## config.mk

```make
export PLATFORM = sky130hd
export DESIGN_NAME = fetch_stage
export DESIGN_NICKNAME = d
export VERILOG_FILES = /design/src/rtl/fetch_stage_pkg.sv /design/src/rtl/fetch_queue.sv /design/src/rtl/fetch_stage.sv
export SDC_FILE = /design/constraint.sdc
export NUM_CORES = 1
export LEC_CHECK = 0
export CORE_ASPECT_RATIO = 1.75
export CORE_MARGIN = 8
export CORE_UTILIZATION = 56
export DETAILED_ROUTE_END_ITERATION = 8
export GPL_TIMING_DRIVEN = 0
export PLACE_DENSITY = 0.8
export SLEW_MARGIN = 20
export SYNTH_ARGS = -nofsm -noshare
export SYNTH_HDL_FRONTEND = slang
export SYNTH_SLANG_ARGS = --single-unit
```

## constraint.sdc

```tcl
create_clock -name clk -period 25.2 [get_ports clk]
set_clock_uncertainty 0.2 [all_clocks]
set_input_delay 5.04 -clock clk [delete_from_list [all_inputs] [get_ports clk]]
set_output_delay 5.04 -clock clk [all_outputs]
set_load 0.01 [all_outputs]
```

## src/rtl/fetch_stage_pkg.sv

```systemverilog
// fetch_stage_pkg: shared FSM state encoding, opcode constants and
// instruction field helpers for the fetch stage.
package fetch_stage_pkg;

  typedef enum logic [1:0] {
    FS_BOOT  = 2'd0,
    FS_FETCH = 2'd1,
    FS_FULL  = 2'd2
  } fetch_state_e;

  localparam logic [5:0] OP_BEQ = 6'b000100;

  function automatic logic [5:0] op_f(input logic [31:0] i);
    return i[31:26];
  endfunction

  function automatic logic [4:0] rs_f(input logic [31:0] i);
    return i[25:21];
  endfunction

  function automatic logic [4:0] rt_f(input logic [31:0] i);
    return i[20:16];
  endfunction

  function automatic logic [4:0] rd_f(input logic [31:0] i);
    return i[15:11];
  endfunction

  function automatic logic [15:0] imm_f(input logic [31:0] i);
    return i[15:0];
  endfunction

  function automatic logic [5:0] funct_f(input logic [31:0] i);
    return i[5:0];
  endfunction

endpackage

```

## src/rtl/fetch_queue.sv

```systemverilog
// fetch_queue: DEPTH-entry circular FIFO of fetched words. flush empties it
// in one edge and wins over push/pop; count_next is exported so the fetch
// FSM can plan credits on next-cycle occupancy.
module fetch_queue #(
  parameter int DEPTH = 4,
  parameter int W     = 65
) (
  input  logic                     clk,
  input  logic                     rst,
  input  logic                     flush,
  input  logic                     push,
  input  logic [W-1:0]             push_data,
  input  logic                     pop,
  output logic [W-1:0]             head_data,
  output logic [$clog2(DEPTH):0]   count,
  output logic [$clog2(DEPTH):0]   count_next
);
  localparam int PW = $clog2(DEPTH);
  localparam int CW = PW + 1;

  logic [DEPTH-1:0][W-1:0] mem_q, mem_d;
  logic [PW-1:0]           rd_ptr_q, rd_ptr_d, wr_ptr_q, wr_ptr_d;
  logic [CW-1:0]           count_q, count_d;

  // Next-state pointer, count and storage update; pointers wrap at DEPTH.
  always_comb begin
    mem_d    = mem_q;
    rd_ptr_d = rd_ptr_q;
    wr_ptr_d = wr_ptr_q;
    count_d  = count_q;
    if (flush) begin
      rd_ptr_d = '0;
      wr_ptr_d = '0;
      count_d  = '0;
    end else begin
      if (push) begin
        mem_d[wr_ptr_q] = push_data;
        wr_ptr_d        = wr_ptr_q + PW'(1);
      end
      if (pop) rd_ptr_d = rd_ptr_q + PW'(1);
      count_d = count_q + CW'(push) - CW'(pop);
    end
  end

  // Queue state registers; storage cleared so the head reads 0 in reset.
  always_ff @(posedge clk or posedge rst) begin
    if (rst) begin
      mem_q    <= '0;
      rd_ptr_q <= '0;
      wr_ptr_q <= '0;
      count_q  <= '0;
    end else begin
      mem_q    <= mem_d;
      rd_ptr_q <= rd_ptr_d;
      wr_ptr_q <= wr_ptr_d;
      count_q  <= count_d;
    end
  end

  assign head_data  = mem_q[rd_ptr_q];
  assign count      = count_q;
  assign count_next = count_d;

endmodule

```

## src/rtl/fetch_stage.sv

```systemverilog
// fetch_stage: sequential instruction fetch with a credit-limited queue and
// redirect flush. Define FETCH_STATIC_PREDICT_EN to enable backward-beq
// static prediction on returning words.
module fetch_stage
  import fetch_stage_pkg::*;
#(
  parameter int                 ADDR_W   = 32,
  parameter int                 DEPTH    = 4,
  parameter logic [ADDR_W-1:0]  RESET_PC = '0
) (
  input  logic              clk,
  input  logic              rst,
  output logic              imem_req,
  output logic [ADDR_W-1:0] imem_addr,
  input  logic [31:0]       imem_rdata,
  input  logic              redirect_valid,
  input  logic [ADDR_W-1:0] redirect_pc,
  output logic              out_valid,
  input  logic              out_ready,
  output logic [31:0]       out_instr,
  output logic [ADDR_W-1:0] out_pc,
  output logic              out_pred_taken
);
  localparam int CW = $clog2(DEPTH) + 1;
  localparam int EW = ADDR_W + 33;
  localparam logic [CW:0] DEPTH_C = (CW+1)'(DEPTH);

  localparam logic [1:0] S_BOOT  = FS_BOOT;
  localparam logic [1:0] S_FETCH = FS_FETCH;
  localparam logic [1:0] S_FULL  = FS_FULL;

  logic [1:0]        state_q, state_d;
  logic [ADDR_W-1:0] fpc_q, fpc_d;    // next fetch address
  logic [ADDR_W-1:0] ipc_q, ipc_d;    // PC of the inflight request
  logic              infl_q, infl_d;
  logic              drop_q, drop_d;

  logic [CW-1:0]     count, count_next;
  logic [CW:0]       occ, occ_next;
  logic [EW-1:0]     head, push_data;
  logic              push, pop, flush;
  logic              pred_fire;
  logic [ADDR_W-1:0] pred_tgt;

  // The response only lands if it was not marked for drop and no redirect
  // is flushing this edge; redirect also blocks the pop.
  assign flush = redirect_valid;
  assign push  = infl_q && !drop_q && !redirect_valid;
  assign pop   = out_valid && out_ready && !redirect_valid;

`ifdef FETCH_STATIC_PREDICT_EN
  logic [15:0]       imm;
  logic [ADDR_W-1:0] boff;
  assign imm       = imm_f(imem_rdata);
  assign boff      = {{(ADDR_W-18){imm[15]}}, imm, 2'b00};
  assign pred_fire = push && (op_f(imem_rdata) == OP_BEQ) && imm[15];
  assign pred_tgt  = ipc_q + ADDR_W'(4) + boff;
  assign out_pred_taken = head[EW-1];
`else
  logic unused_pred;
  assign pred_fire      = 1'b0;
  assign pred_tgt       = fpc_q;
  assign unused_pred    = head[EW-1];
  assign out_pred_taken = 1'b0;
`endif

  assign push_data = {pred_fire, imem_rdata, ipc_q};

  fetch_queue #(.DEPTH(DEPTH), .W(EW)) u_queue (
    .clk        (clk),
    .rst        (rst),
    .flush      (flush),
    .push       (push),
    .push_data  (push_data),
    .pop        (pop),
    .head_data  (head),
    .count      (count),
    .count_next (count_next)
  );

  // Credits: queued entries plus the inflight slot (even a dropped one).
  assign occ      = {1'b0, count} + (CW+1)'(infl_q);
  assign occ_next = {1'b0, count_next} + (CW+1)'(infl_d);
  assign imem_req = (state_q == S_FETCH) && (occ < DEPTH_C);
  assign imem_addr = fpc_q;

  assign out_valid = (count != '0);
  assign out_instr = head[ADDR_W+31:ADDR_W];
  assign out_pc    = head[ADDR_W-1:0];

  // Fetch PC, inflight tracking and drop marking for the next edge.
  always_comb begin
    infl_d = imem_req;
    ipc_d  = imem_req ? fpc_q : ipc_q;
    drop_d = imem_req && (redirect_valid || pred_fire);
    fpc_d  = fpc_q;
    if (redirect_valid)  fpc_d = redirect_pc & ~ADDR_W'(3);
    else if (pred_fire)  fpc_d = pred_tgt;
    else if (imem_req)   fpc_d = fpc_q + ADDR_W'(4);
  end

  // FSM: BOOT for one cycle, FETCH until credits run out, FULL until one frees.
  always_comb begin
    state_d = state_q;
    case (state_q)
      S_BOOT:  state_d = S_FETCH;
      S_FETCH: if (occ_next >= DEPTH_C) state_d = S_FULL;
      S_FULL:  if (occ_next <  DEPTH_C) state_d = S_FETCH;
      default: state_d = S_BOOT;
    endcase
    if (redirect_valid) state_d = S_FETCH;
  end

  // Control registers.
  always_ff @(posedge clk or posedge rst) begin
    if (rst) begin
      state_q <= S_BOOT;
      fpc_q   <= RESET_PC;
      ipc_q   <= '0;
      infl_q  <= 1'b0;
      drop_q  <= 1'b0;
    end else begin
      state_q <= state_d;
      fpc_q   <= fpc_d;
      ipc_q   <= ipc_d;
      infl_q  <= infl_d;
      drop_q  <= drop_d;
    end
  end

endmodule

```

# Word-level counts from Yosys, hierarchy flattened
# Index checks and enable logic that the tools add are counted.
# classes
n_addsub	7
n_lt_le_gt_ge	6
eq_ne	4
muxes	16
bitwise	1
reduce_logical	16
# ops
cell	count
260-bit bitwise mux	1
65-bit binary-select mux with 2-bit select	1
65-bit demux with 2-bit select	1
65-bit 2-to-1 mux	1
32-bit 2-to-1 mux	2
64-bit 2-to-1 mux	1
32-bit by 3-bit adder with 32-bit output, second input constant	1
2-bit 2-to-1 mux	7
3-bit by 1-bit adder with 4-bit output	2
4-bit by 3-bit < comparator with 1-bit output, second input constant	2
1-bit logical AND	7
2-bit by 3-bit < comparator with 1-bit output, second input constant	2
2-bit case mux with 3 select lines	1
2-bit nonzero test	3
2-bit by 1-bit adder with 2-bit output, second input constant	2
4-bit by 3-bit greater-or-equal comparator with 1-bit output, second input constant	1
2-bit AND reduction	2
3-bit by 1-bit adder with 3-bit output	1
3-bit 2-to-1 mux	1
3-bit by 2-bit != test with 1-bit output, second input constant	1
3-bit != test, second input constant	1
3-bit nonzero test	1
3-bit by 1-bit subtractor with 3-bit output	1
2-bit by 1-bit == test with 1-bit output, second input constant	1
other kinds (5)	6
# word_totals
reg_bits	335
output_inout_bits	99

# Logic depth before layout (Yosys ltp)
# depth
depth_word	11
depth_mapped	14

# Cells and area by module
# A second synthesis with hierarchy kept.
# unflattened
hier_cells	1039
area_unflattened_um2	15681.3
# by_module_without_submodules
mod	instances	cells_per_inst	area_per_inst_um2	seq_area_each_um2
fetch_queue	1	667	12464.5	6681.4
fetch_stage	1	372	3216.8	1601.5

# Least setup slack after synthesis
# No wires, ideal clock.
# synth_timing
path_kind	input port to flip-flop
from	input redirect_valid
to	register state_q[0]
setup_ns	0.128
t_arrival_ns	7.308
required_ns	24.872
setup_slack_ns	17.564
path_stages	14
path_buffers	3
cell_sequence	clkbuf_1 > buf_1 > clkbuf_1 > nor2_1 > ha_1 > inv_1 > ha_1 > inv_1 > fa_1 > xnor2_1 > nor2_1 > a21oi_1 > a21oi_1 > o21ai_0
# synth_between
elab_chain_cells	9
elab_cells_between_ends	13
classes_between	add/sub: 3; order compare: 2; eq/ne: 2; mux: 2; reduce/logical: 4
# synth_rtl
element	line	text
start: declaration	fetch_stage.sv:16	input logic redirect_valid,
1-bit logical NOT	fetch_stage.sv:48, fetch_stage.sv:49	
1-bit logical AND	fetch_stage.sv:48	assign push = infl_q && !drop_q && !redirect_valid;
3-bit by 1-bit adder with 3-bit output	fetch_queue.sv:41	count_d = count_q + CW'(push) - CW'(pop);
3-bit by 1-bit subtractor with 3-bit output	fetch_queue.sv:41	
3-bit 2-to-1 mux *	fetch_queue.sv:31	if (flush) begin
named net count_next[2]	fetch_stage.sv:38	logic [CW-1:0] count, count_next;
3-bit by 1-bit adder with 4-bit output *	fetch_stage.sv:83	assign occ_next = {1'b0, count_next} + (CW+1)'(infl_d);
4-bit by 3-bit < comparator with 1-bit output or 4-bit by 3-bit greater-or-equal comparator with 1-bit output (tied branches)	fetch_stage.sv:108, fetch_stage.sv:107	
3-bit != test (no source line) or 3-bit by 2-bit != test with 1-bit output (tied branches)	--	
2-bit AND reduction (no source line) *	--	
end signal: assignment	fetch_stage.sv:123	state_q <= state_d;
end: declaration	fetch_stage.sv:32	logic [1:0] state_q, state_d;
# Mark *: on every way through the listed nets, which the timed path passes. The rest lies on a longest branch.
# A chain may end at the register's enable or synchronous reset.

# Final worst setup path
# layout_timing
from	register u_queue.count_q[1] (netlist: u_queue.count[1])
to	output imem_req
# layout_between
elab_chain_cells	3
# layout_rtl
element	line	text
start: declaration	fetch_queue.sv:23	logic [CW-1:0] count_q, count_d;
start signal: assignment	fetch_queue.sv:56	count_q <= count_d;
3-bit by 1-bit adder with 4-bit output	fetch_stage.sv:82	assign occ = {1'b0, count} + (CW+1)'(infl_q);
4-bit by 3-bit < comparator with 1-bit output	fetch_stage.sv:84	assign imem_req = (state_q == S_FETCH) && (occ < DEPTH_C);
1-bit logical AND	fetch_stage.sv:84	
end: declaration	fetch_stage.sv:13	output logic imem_req,
# Every way passes these cells.

==> out/results.ini <==
[yosys]
yosysWarnings=0
synth_async_sr_flop_share=1.00
yosysTopAreaCell=dfrtp_1
ys_top_cells_by_area=dfrtp_1, mux2_2, mux4_2
synth-seq-area-share=0.566
syn_inst=989
ys_ff_latch=319
synth_cell_types=43
yosys_most_used_dff=dfrtp_1
syn_area_sq_mm=0.0141
syn_area_per_cell_sq_um=14.3
synth_top_area_frac=0.566
synth_edf_count=0

[placed_design]
placed_cells=1470
routabilityCongestion=0.825
dp_slack_ps=16500
port_buffers=158
hpwl_microns=22900

[cts]
h-tree-depth=1
cts_buffer_depth=3
clock_latency_ps=550
tritoncts=yes
cts-root-buf=clkbuf_16
cts.sinks=319
path_clk_slew_ps=70
post_cts_buffers=0
cts_buffers=28
hold_buffers=0
cts_resized=0

[final_layout]
fin_util=0.684
multi_input_area_sq_mm=0.00580
final_cells=1520
final_net_count=1261
syn_to_final_growth_pct=21.5
fillers=1813
seq_area_sq_mm=0.00798
layout-drive-gt1-share=0.330

[die]
fp.dieW_microns=136
design.core.area_sq_mm=0.0250
die_h_microns=226
rows=77
die_area_sq_mm=0.0307
start_util=0.563
num_io_pins=167

[flow_run]
cap_violations=0

[timing]
slew_headroom=0.403
hold_viol_final=0
setup-tns-final_ps=0
setup_ws_ps=16380
fmax_mhz=113
finalMaxSlewViolations=0
rsz0062_at_grt=false
fin_crit_ps=8820
worst_slew_pin_slew_ps=896
hold_ws_ps=300
setup_viol_count_final=0
post-route-period-util=0.350

[global_routing]
grt-ovfl-total=0
grt_pass1_vias=9759
antenna_found_initial=1
grt_pass1_wl_microns=53200
grt_max_degree=115
grt_usage=0.220

[worst_setup_path]
crit_family=buffers and inverters
cp_slowest_cell=clkdlybuf4s50_1
arrival_ps=3580
cp_max_fo=11
path_buf_inv=4
crit_chain=ha_1 -> o211a_1 -> o32a_1 -> inv_1 -> buf_2 -> buf_1 -> clkdlybuf4s50_1
crit_required_ps=19960
cp_slowest_stage_delay_ps=660
cp-end-kind=output pin
crit_type=flip-flop to output pin
cp-start-kind=flip-flop

[route]
ant_nets=0
wire_per_inst_microns=21.4
drt_iter0_markers=450
wl_microns=32500
first_pass_iters=7
drc_errors=0
vias_per_cell=5.78
vias=8782

[hold_path]
worstHoldPathType=flip-flop to flip-flop

[power]
leakagePower_nw=7.53
ir_drop_v=0.0000629
powerDensity_mw_per_mm2=123

[run_status]
status=complete, no violations

==> placed cells by master (no fill, tap or decap), types with 2 or more instances in the layout <==
cell type        netlist  routed
bufinv_16              0       3
conb_1                 1       5
ha_1                   8       8
xnor2_1               18      18
nand4b_1               2       2
or3_1                  2       2
clkbuf_1              25      32
nand2b_1               2       2
and4_1                 3       3
clkinvlp_4             0       2
nand3_1               13      13
inv_1                 10       9
buf_16                 0       3
clkbuf_8               0       4
and2_1                 7       7
xor2_1                12      12
clkinv_2               0       3
nor2_1                15      15
and3_1                 2       2
buf_4                  5       5
dfrtp_1              319     319
a21oi_1                3       3
mux2i_1                3       3
nor2b_1                3       3
nand4_1                7       7
clkdlybuf4s50_1        0     158
buf_1                  5       5
o21ai_0               28      28
clkbuf_16              0      29
nor4b_1                2       2
nor3_1                 5       5
buf_2                 29      29
nor4_1                 7       7
mux2_2               250     250
nand2_1              127     127
mux4_2                62      62
==> per-stage QoR <==
step,area [sq um],power (mW)
3_5_place_dp,16200,1.69
2_1_floorplan,14100,1.34
3_3_place_gp,16100,1.66
6_report,17100,2.11
4_1_cts,17100,2.13
5_1_grt,17100,2.23
==> cell usage after synthesis (7+ instances only) <==
master and n:
nor2_1 15, xnor2_1 18, o21ai_0 28, inv_1 10, mux4_2 62, nand3_1 13, clkbuf_1 25, dfrtp_1 319
nand4_1 7, mux2_2 250, buf_2 29, and2_1 7, xor2_1 12, nor4_1 7, ha_1 8, nand2_1 127
==> registers in the layout, indices dropped and copies added, names as in the netlist <==
| signal | cells |
|---|---|
| u_queue.mem_q | 248 |
| ipc_q | 30 |
| imem_addr | 30 |
| state_q | 2 |
| u_queue.count | 3 |
| u_queue.wr_ptr_q | 2 |
| drop_q | 1 |
| u_queue.rd_ptr_q | 2 |
| infl_q | 1 |
==> power breakdown <==
part	total, mW	switching, mW	leakage [nW]	internal (mW)
logic	0.807	0.335	3.05	0.473
clock network	0.440	0.186	0.456	0.254
registers	0.861	0.136	4.03	0.725
total	2.11	0.657	7.53	1.45
==> final cells by class <==
| class | count | area share |
|---|---|---|
| multi-input cells | 599 | 0.338 |
| flip-flops and latches | 319 | 0.466 |
| well taps | 316 | 0.0231 |
| inverters | 10 | 0.00263 |
| diodes | 1 | 0.000146 |
| repair buffers | 161 | 0.0971 |
| clock buffers | 40 | 0.0471 |
| plain buffers | 65 | 0.0175 |
| clock inverters | 9 | 0.00796 |
==> layer usage <==
layer / GRT usage / routed length (microns) / share of wire
met4: 0.0911 / 1180 / 0.036
met1: 0.266 / 12300 / 0.38
met5: 0 / 0 / 0
met2: 0.384 / 17300 / 0.53
met3: 0.0336 / 1710 / 0.053
==> kinds of logic (layout without fill, tap and decap cells) <==
| logic type | after synthesis | after routing | share of synthesized area |
|---|---|---|---|
| DFF | 319 | 319 | 0.566 |
| muxes | 315 | 315 | 0.301 |
| and+or+nand+nor | 204 | 204 | 0.0679 |
| buffers and inverters | 75 | 285 | 0.0240 |
| AOI/OAI and AO/OA | 36 | 36 | 0.0140 |
| xor gates and xnor gates | 30 | 30 | 0.0186 |
| adders and majority gates | 9 | 9 | 0.00852 |
| other | 1 | 6 | 0.000266 |
==> worst paths after layout <==
path	start	end	slack (ps)	cells past startpoint
max	u_queue.count[1]	imem_req	16380	7
min	u_queue.mem_q[172]	u_queue.mem_q[172]	300	1
max reg2reg	u_queue.count[1]	state_q[0]	22290	13
min reg2reg	u_queue.mem_q[172]	u_queue.mem_q[172]	300	1
max in group asynchronous	rst	ipc_q[14]	18840	4
min in group asynchronous	rst	u_queue.mem_q[243]	4680	2
Power figures use the tool's default switching activity.
